`config.mk`:
```
export PLATFORM = sky130hd
export DESIGN_NAME = slip_bus_arbiter
export DESIGN_NICKNAME = d
export VERILOG_FILES = /design/src/rtl/slip_bus_arbiter.sv
export SDC_FILE = /design/constraint.sdc
export NUM_CORES = 1
export LEC_CHECK = 0
export ABC_AREA = 0
export CORE_ASPECT_RATIO = 0.7
export CORE_MARGIN = 2
export CORE_UTILIZATION = 45
export CTS_BUF_LIST = sky130_fd_sc_hd__clkbuf_4 sky130_fd_sc_hd__clkbuf_8
export CTS_CLUSTER_DIAMETER = 150
export DETAILED_ROUTE_END_ITERATION = 10
export PLACE_DENSITY = 0.67
export REMOVE_ABC_BUFFERS = 1
export SYNTH_ARGS = -nofsm -noshare
export SYNTH_HDL_FRONTEND = slang
export SYNTH_SLANG_ARGS = --single-unit
```
`constraint.sdc`:
```
create_clock -name MasterClock -period 2.1 [get_ports MasterClock]
set_input_delay 0.315 -clock MasterClock [delete_from_list [all_inputs] [get_ports MasterClock]]
set_output_delay 0.315 -clock MasterClock [all_outputs]
set_load 0.02 [all_outputs]
```
`src/rtl/slip_bus_arbiter.sv`:
```
`default_nettype none
// ============================================================================
// Module   : slip_bus_arbiter
// Purpose  : Four-way Slipstream bus arbiter with turnaround cycle and burst
//            limit. Define ARB_ROUND_ROBIN_EN for round-robin among 1..3.
// Revision : 1.0 - initial release
// ============================================================================
module slip_bus_arbiter #(
  parameter int unsigned MAXBURST = 8
) (
  input  logic       MasterClock,
  input  logic       RESET,
  input  logic [3:0] REQ,
  output logic [3:0] GNT,
  output logic       BUSEN,
  output logic [1:0] OWNER,
  output logic       BUSY
);

  localparam logic [1:0] ST_IDLE  = 2'd0;
  localparam logic [1:0] ST_GRANT = 2'd1;
  localparam logic [1:0] ST_OWN   = 2'd2;

  localparam logic [7:0] BURST_RELOAD = 8'(MAXBURST - 1);

  logic [1:0] state_q, state_d;
  logic [3:0] gnt_q, gnt_d;
  logic       busen_q, busen_d;
  logic [1:0] owner_q, owner_d;
  logic       busy_q, busy_d;
  logic [7:0] cnt_q, cnt_d;

  logic [3:0] cand;
  logic       win_any;
  logic [1:0] win_idx;
  logic       release_bus;

  // The current owner never competes on its own release edge.
  assign cand    = (state_q == ST_OWN) ? (REQ & ~gnt_q) : REQ;
  assign win_any = |cand;

`ifdef ARB_ROUND_ROBIN_EN
  logic [1:0] ptr_q, ptr_d;

  function automatic logic [1:0] rr_pick(input logic [3:0] c, input logic [1:0] p);
    logic [1:0] a, b, d;
    case (p)
      2'd2:    {a, b, d} = {2'd2, 2'd3, 2'd1};
      2'd3:    {a, b, d} = {2'd3, 2'd1, 2'd2};
      default: {a, b, d} = {2'd1, 2'd2, 2'd3};
    endcase
    if (c[0])      return 2'd0;
    else if (c[a]) return a;
    else if (c[b]) return b;
    else if (c[d]) return d;
    else           return 2'd0;
  endfunction

  assign win_idx = rr_pick(cand, ptr_q);

  // Entering GRANT from any other state is exactly a new grant.
  always_comb begin
    ptr_d = ptr_q;
    if (state_d == ST_GRANT && state_q != ST_GRANT && win_idx != 2'd0)
      ptr_d = (win_idx == 2'd3) ? 2'd1 : win_idx + 2'd1;
  end

  always_ff @(posedge MasterClock or posedge RESET) begin
    if (RESET) ptr_q <= 2'd1;
    else       ptr_q <= ptr_d;
  end
`else
  function automatic logic [1:0] fixed_pick(input logic [3:0] c);
    if (c[0])      return 2'd0;
    else if (c[1]) return 2'd1;
    else if (c[2]) return 2'd2;
    else if (c[3]) return 2'd3;
    else           return 2'd0;
  endfunction

  assign win_idx = fixed_pick(cand);
`endif

  assign release_bus = !REQ[owner_q] || (cnt_q == 8'd0 && win_any);

  always_comb begin
    state_d = state_q;
    gnt_d   = gnt_q;
    busen_d = busen_q;
    owner_d = owner_q;
    busy_d  = busy_q;
    cnt_d   = cnt_q;
    case (state_q)
      ST_IDLE: begin
        if (win_any) begin
          state_d = ST_GRANT;
          gnt_d   = 4'(1) << win_idx;
          owner_d = win_idx;
          busy_d  = 1'b1;
        end
      end
      ST_GRANT: begin
        if (!REQ[owner_q]) begin
          state_d = ST_IDLE;
          gnt_d   = 4'b0000;
          owner_d = 2'd0;
          busy_d  = 1'b0;
        end else begin
          state_d = ST_OWN;
          busen_d = 1'b1;
          cnt_d   = BURST_RELOAD;
        end
      end
      ST_OWN: begin
        if (release_bus) begin
          busen_d = 1'b0;
          if (win_any) begin
            state_d = ST_GRANT;
            gnt_d   = 4'(1) << win_idx;
            owner_d = win_idx;
          end else begin
            state_d = ST_IDLE;
            gnt_d   = 4'b0000;
            owner_d = 2'd0;
            busy_d  = 1'b0;
          end
        end else if (cnt_q == 8'd0) begin
          cnt_d = BURST_RELOAD;
        end else begin
          cnt_d = cnt_q - 8'd1;
        end
      end
      default: begin
        state_d = ST_IDLE;
        gnt_d   = 4'b0000;
        busen_d = 1'b0;
        owner_d = 2'd0;
        busy_d  = 1'b0;
      end
    endcase
  end

  always_ff @(posedge MasterClock or posedge RESET) begin
    if (RESET) begin
      state_q <= ST_IDLE;
      gnt_q   <= 4'b0000;
      busen_q <= 1'b0;
      owner_q <= 2'd0;
      busy_q  <= 1'b0;
      cnt_q   <= 8'd0;
    end else begin
      state_q <= state_d;
      gnt_q   <= gnt_d;
      busen_q <= busen_d;
      owner_q <= owner_d;
      busy_q  <= busy_d;
      cnt_q   <= cnt_d;
    end
  end

  assign GNT   = gnt_q;
  assign BUSEN = busen_q;
  assign OWNER = owner_q;
  assign BUSY  = busy_q;

endmodule
`default_nettype wire

```
==> results of run 1 <==
## registers in the layout, summed over array words and instances (netlist names)
signal and count:
cnt_q 8, BUSY 1, state_q 2, GNT 4, OWNER 2, BUSEN 1
## logic make-up after synthesis
family / share of synthesized area
buf+inv: 0.0503
mux: 0.0328
flops: 0.394
simple gates: 0.206
compound gates: 0.295
fa+ha+maj: 0.0219
## path summary, 6_finish.rpt
check                                       end  slack [ns]  depth (start not counted)
setup / recovery             GNT[0]$_DFFE_PP0P_        0.08                          7
hold / removal             cnt_q[0]$_DFFE_PP0P_        0.43                          2
setup reg to reg             GNT[0]$_DFFE_PP0P_        0.11                          7
hold reg to reg               BUSEN$_DFFE_PP0P_        0.52                          2
max in group asynchronous    GNT[2]$_DFFE_PP0P_        1.21                          2
min in group MasterClock      BUSEN$_DFFE_PP0P_        0.52                          2
## per-stage QoR
step	setup WS, ns	power [mW]	cell area, sq um	hold slack [ns]
5_1_grt	-0.00135	1.69	1510	0.506
2_1_floorplan	-0.0236	0.973	1120	0.254
3_5_place_dp	-0.324	1.38	1450	0.495
4_1_cts	0.0237	1.56	1480	0.451
3_3_place_gp	-0.252	1.36	1450	0.495
6_report	0.0764	1.59	1510	0.428
## final cells by class
| class | instances | area, sq um | share of cell area |
|---|---|---|---|
| sequential | 18 | 450 | 0.298 |
| timing repair buffer | 35 | 295 | 0.195 |
| tap | 34 | 42.5 | 0.0281 |
| multi-input combinational | 95 | 671 | 0.444 |
| inverter | 8 | 30.0 | 0.0199 |
| clock buffer | 3 | 22.5 | 0.0149 |
## layout by cell type (no fill, tap or decap), types with 2 or more instances in the layout
cell              n
a21oi_1           7
a31oi_1           2
and2_1            2
buf_4            22
clkbuf_4          3
clkdlybuf4s50_1  13
dfrtp_1          18
ha_1              2
inv_1             8
nand2_1           9
nand2b_1          5
nor2_1           10
nor3_1            4
o21ai_0          15
o221a_4           2
o31ai_1           2
o41ai_1           2
o41ai_2           2
or3_1             2
## layer usage
metal  vias up  share of wire  wire length (microns)
li1        529              -                      -
met1       541           0.52                   1480
met2        23           0.44                   1250
met3         0          0.045                    128
met4         0              0                      0
met5         -              0                      0
## worst reg2reg max path, stage by stage (launching register included)
cell and delay (ns):
dfrtp_1 0.39, and2b_1 0.22, buf_4 0.16, a221o_1 0.36
a22o_1 0.27, o211ai_1 0.11, a21oi_1 0.11, mux2_4 0.26
## synth_stat cells, types with 4 or more instances
cell type | n | share of area
o21ai_0 | 16 | 0.070
inv_1 | 8 | 0.026
dfrtp_1 | 18 | 0.39
a21oi_1 | 7 | 0.031
o41ai_1 | 4 | 0.031
nor2_1 | 11 | 0.036
nor3_1 | 4 | 0.018
nand2b_1 | 5 | 0.027
nand2_1 | 10 | 0.033
## power by group through the flow
stage	sequential [mW]	clock (mW)	combinational (mW)
6_report	0.516	0.169	0.903
5_1_grt	0.526	0.185	0.975
4_1_cts	0.513	0.173	0.869
3_5_place_dp	0.520	0	0.862
3_3_place_gp	0.516	0	0.846
2_1_floorplan	0.596	0	0.377
## timing repair
action,CTS,global route
hold buffers,0,0
gates resized for setup,1,7
setup buffers,0,0
setup endpoints to repair,5,9
pin swaps,0,0
==> run metrics, run 1 <==
Final Cycle Share 0.964; worst hold path class in -> async; die area 0.00297 sq mm; All-Layer GR Usage 0.205; routability cong. 0.918; initial antenna violation count 0; share of cells above drive strength 1 0.252; pin count of the biggest net entering global routing 19; DP Wirelength 2.19 mm; Max VDD drop 0.644 mV; Netlist Area Pre-Place 0.00114 sq mm; CTS tree built; grt met3 use 0.0611; register area share after synthesis 0.394; top_reg_cell synth dfrtp_1; #FFs+latches synth 18; FFs w/ async S/R, synth 1.00; Horiz. Die Dim 64.3 microns; Internal 0.930 mW; Final Non-Filler Cells 193; CP Data Arrival Time 2.20 ns; deepest clock path buffer count 2; skew final 0.0107 ns; Mean Syn Cell Area 9.22 sq um; DRC violations left 0; CTS Buf Count 3; CP Launch Type input port; CP Class in -> reg; initial core utilization 0.469; Clk Latency, worst-skew pair 0.29 ns; vias per inst 5.66; critical path, cell by cell clkdlybuf4s50_1 -> mux4_2 -> and2_1 -> nand2_2 -> o31ai_4 -> nor2_2 -> mux2_4; Setup TNS 0 ns; Layout fillers 201; Clk pwr share 0.106; final setup fails 0; EDFF count, synth 0; pwr/cell area 1050 mW/mm^2; worst-path maximum fanout 6; Worst Tran Pin Value 0.709 ns; Post-Synthesis Cells 124; grt ovf 0; Worst slew margin 0.527; Reg2Reg Launch Point state_q[1]$_DFFE_PP0P_; Clock Sinks 18; core area 0.00244 sq mm; Yosys warnings 0; Unique masters post-synth 42; Leak 0.704 nW; Final Util 0.619; Maximum Capacitance Violations 0; via count 1,093; combinational share of power 0.569; Setup crit start REQ[1]; Clk pin slew, worst setup/hold paths 0.10 ns; fin. max-slew vios 0; I/O Pins 14; RSZ-0062 raised after global routing yes; post-DR wirelength/cell 14.8 microns; Nets 169; fin crit period 2.02 ns; Max H-tree Level 1; status finished clean; GR Layer Usage met2 0.302; placed insts 190; Routed WL 2.85 mm; Slowest-stage cell, CP mux4_2; Final ANT Viol Nets 0; Worst EP required 2.28 ns; Site Rows 15; vias in the first global route 945; first-pass GRT wire length 4.59 mm; Seq pwr share 0.325; Root Driver clkbuf_4; Die Y 46.2 microns; Worst path top cell family by delay multiplexers; critical path endpoint category register; Syn-to-layout area delta 32.2%; sw frac 0.414; Hold Violations, Final 0; Iteration-0 DRC Markers 70; ant diodes 0; GR Util met1 0.305; WP buf/inv 1; gr busiest metal met1; NetSw 0.658 mW; Pre-antenna DRT Iters 4; Max Clk Rate 494 MHz; I/O Buffers 13; Worst path max stage delay 0.51 ns
(Power assumes the default switching activity.)
==> run 2, diff against run 1 <==
--- a/config.mk
+++ b/config.mk
@@ -6,10 +6,11 @@
 export NUM_CORES = 1
 export LEC_CHECK = 0
 export ABC_AREA = 0
+export CAP_MARGIN = 20
 export CORE_ASPECT_RATIO = 0.7
 export CORE_MARGIN = 2
 export CORE_UTILIZATION = 45
-export CTS_BUF_LIST = sky130_fd_sc_hd__clkbuf_4 sky130_fd_sc_hd__clkbuf_8
+export CTS_BUF_LIST = sky130_fd_sc_hd__clkbuf_8
 export CTS_CLUSTER_DIAMETER = 150
 export DETAILED_ROUTE_END_ITERATION = 10
 export PLACE_DENSITY = 0.67
==> run 2 against run 1 <==
Final cell count is 0.52% higher. Register-to-register slack about the same. Utilization grew 1.5 points. Count of clock-buffer cells in the layout unchanged. Clock power rose by 37%. Routed wire length up 1.9%. Non-clock buffer count rose by 1. Die area unchanged. Sequential power about the same. Combinational power is 2.5% higher. Largest power group unchanged.
==> run metrics, run 2 (synthesis results as in run 1) <==
Clk Latency, worst-skew pair 0.25 ns; status finished clean; Most flops, register cnt_q; Final Non-Filler Cells 194; placed insts 190; Final Util 0.634; Setup crit start REQ[3]; Hold Violations, Final 0; worst-path maximum fanout 6; critical path endpoint category register; core area 0.00244 sq mm; Die Y 46.2 microns; CP Launch Type input port; ant diodes 0; Site Rows 15; All-Layer GR Usage 0.204; Setup TNS 0 ns; Max VDD drop 0.666 mV; Iteration-0 DRC Markers 55; deepest clock path buffer count 2; fin crit period 2.00 ns; initial antenna violation count 0; die area 0.00297 sq mm; Horiz. Die Dim 64.3 microns; Clk pin slew, worst setup/hold paths 0.06 ns; Maximum Capacitance Violations 0; Power Total 1.67 mW; Worst EP required 2.23 ns; Placed Area 0.00145 sq mm; initial core utilization 0.469; Layout fillers 197; Final ANT Viol Nets 0; skew final 0.00245 ns; CTS tree built; most frequent cells in the layout buf_4, dfrtp_1, o21ai_0; Routed WL 2.91 mm; Syn-to-layout area delta 35.3%; multi-input logic area 673 sq um; CTS Buf Count 3; Worst slew margin 0.526; final worst setup slack 0.0968 ns; worst r2r dst GNT[0]$_DFFE_PP0P_; I/O Pins 14; final instance area 0.00155 sq mm; vias in the first global route 945; Reg2Reg Launch Point state_q[1]$_DFFE_PP0P_; Slowest-stage cell, CP mux4_2; FF/Latch Area 450 sq um; Setup crit end GNT[0]$_DFFE_PP0P_; I/O Buffers 13; CP Class in -> reg; post-place setup slack -0.324 ns; Max Clk Rate 499 MHz; Nets 170; Leak 0.746 nW; max reg flops 8; Reg2Reg Setup Slack 0.1 ns; Max H-tree Level 1; worst hold path class in -> async; Final Cycle Share 0.954; via count 1,093; Root Driver clkbuf_8; post-DR wirelength/cell 15.0 microns; R2R depth 7; pin count of the biggest net entering global routing 19; pwr/cell area 1080 mW/mm^2; routability cong. 0.918; DP Wirelength 2.19 mm; final setup fails 0; Worst Tran Pin Value 0.711 ns; most common library cell in the layout ignoring fill and taps buf_4; hold slack 0.484 ns; share of cells above drive strength 1 0.263; DRC violations left 0; Worst path max stage delay 0.50 ns; CP Data Arrival Time 2.14 ns; RSZ-0062 raised after global routing no; Pre-antenna DRT Iters 4; vias per inst 5.63; grt ovf 0; fin. max-slew vios 0; first-pass GRT wire length 4.57 mm; critical path, cell by cell clkdlybuf4s50_1 -> mux4_2 -> and2_4 -> nand2_2 -> o31ai_4 -> nor2_2 -> mux2_4; Clock Sinks 18
run 2: cell count changes in the layout (fill, tap and decap cells not counted):
cell             before  now
buf_4                22   23
dlymetal6s2s_1        0    3
clkbuf_4              3    0
and2_4                0    1
and2_1                2    1
clkbuf_8              0    3
clkdlybuf4s50_1      13   10
run 2: routing by layer:
metal,part of all wire,routed length [microns],vias up,track usage
met5,0,0,-,0
li1,-,-,533,-
met4,0,0,0,0.0255
met2,0.45,1310,24,0.302
met1,0.50,1450,536,0.302
met3,0.050,144,0,0.0611
run 2: worst min-delay path by stage:
stage | to | slack, ns | cells after the start
6_report | cnt_q[0]$_DFFE_PP0P_ | 0.48 | 2
4_1_cts | cnt_q[0]$_DFFE_PP0P_ | 0.50 | 2
3_3_place_gp | BUSEN$_DFFE_PP0P_ | 0.49 | 2
2_1_floorplan | BUSEN$_DFFE_PP0P_ | 0.25 | 1
5_1_grt | BUSEN$_DFFE_PP0P_ | 0.55 | 2
3_5_place_dp | BUSEN$_DFFE_PP0P_ | 0.50 | 2
run 2: cell type report:
class / instances / area share
Clock buffer: 3 / 0.0267
Inverter: 8 / 0.0194
Timing Repair Buffer: 36 / 0.200
Multi-Input combinational cell: 95 / 0.435
Sequential cell: 18 / 0.291
Tap cell: 34 / 0.0275
run 2: power by group:
group / switching (mW) / internal (mW) / total [mW]
Clock: 0.104 / 0.127 / 0.231
Combinational: 0.479 / 0.447 / 0.926
Sequential: 0.0830 / 0.433 / 0.516
Total: 0.665 / 1.01 / 1.67
run 2: timing repair:
item                                    4_1_cts  5_1_grt
endpoints found under the setup margin        5        8
pin swaps                                     0        1
hold buffers                                  0        0
setup buffers                                 0        1
resized for setup                             1       11
run 2: critical path: cells and delay by family:
family	cells	cell delay (ns)
mux	2	0.81
compound gates	1	0.12
simple gates	3	0.45
buf+inv	1	0.44
==> run 3, diff against run 2 <==
--- a/config.mk
+++ b/config.mk
@@ -12,6 +12,7 @@
 export CORE_UTILIZATION = 45
 export CTS_BUF_LIST = sky130_fd_sc_hd__clkbuf_8
 export CTS_CLUSTER_DIAMETER = 150
+export CTS_CLUSTER_SIZE = 8
 export DETAILED_ROUTE_END_ITERATION = 10
 export PLACE_DENSITY = 0.67
 export REMOVE_ABC_BUFFERS = 1
==> results of run 3 <==
The final DEF is identical to that of run 2; final timing and power are the same.
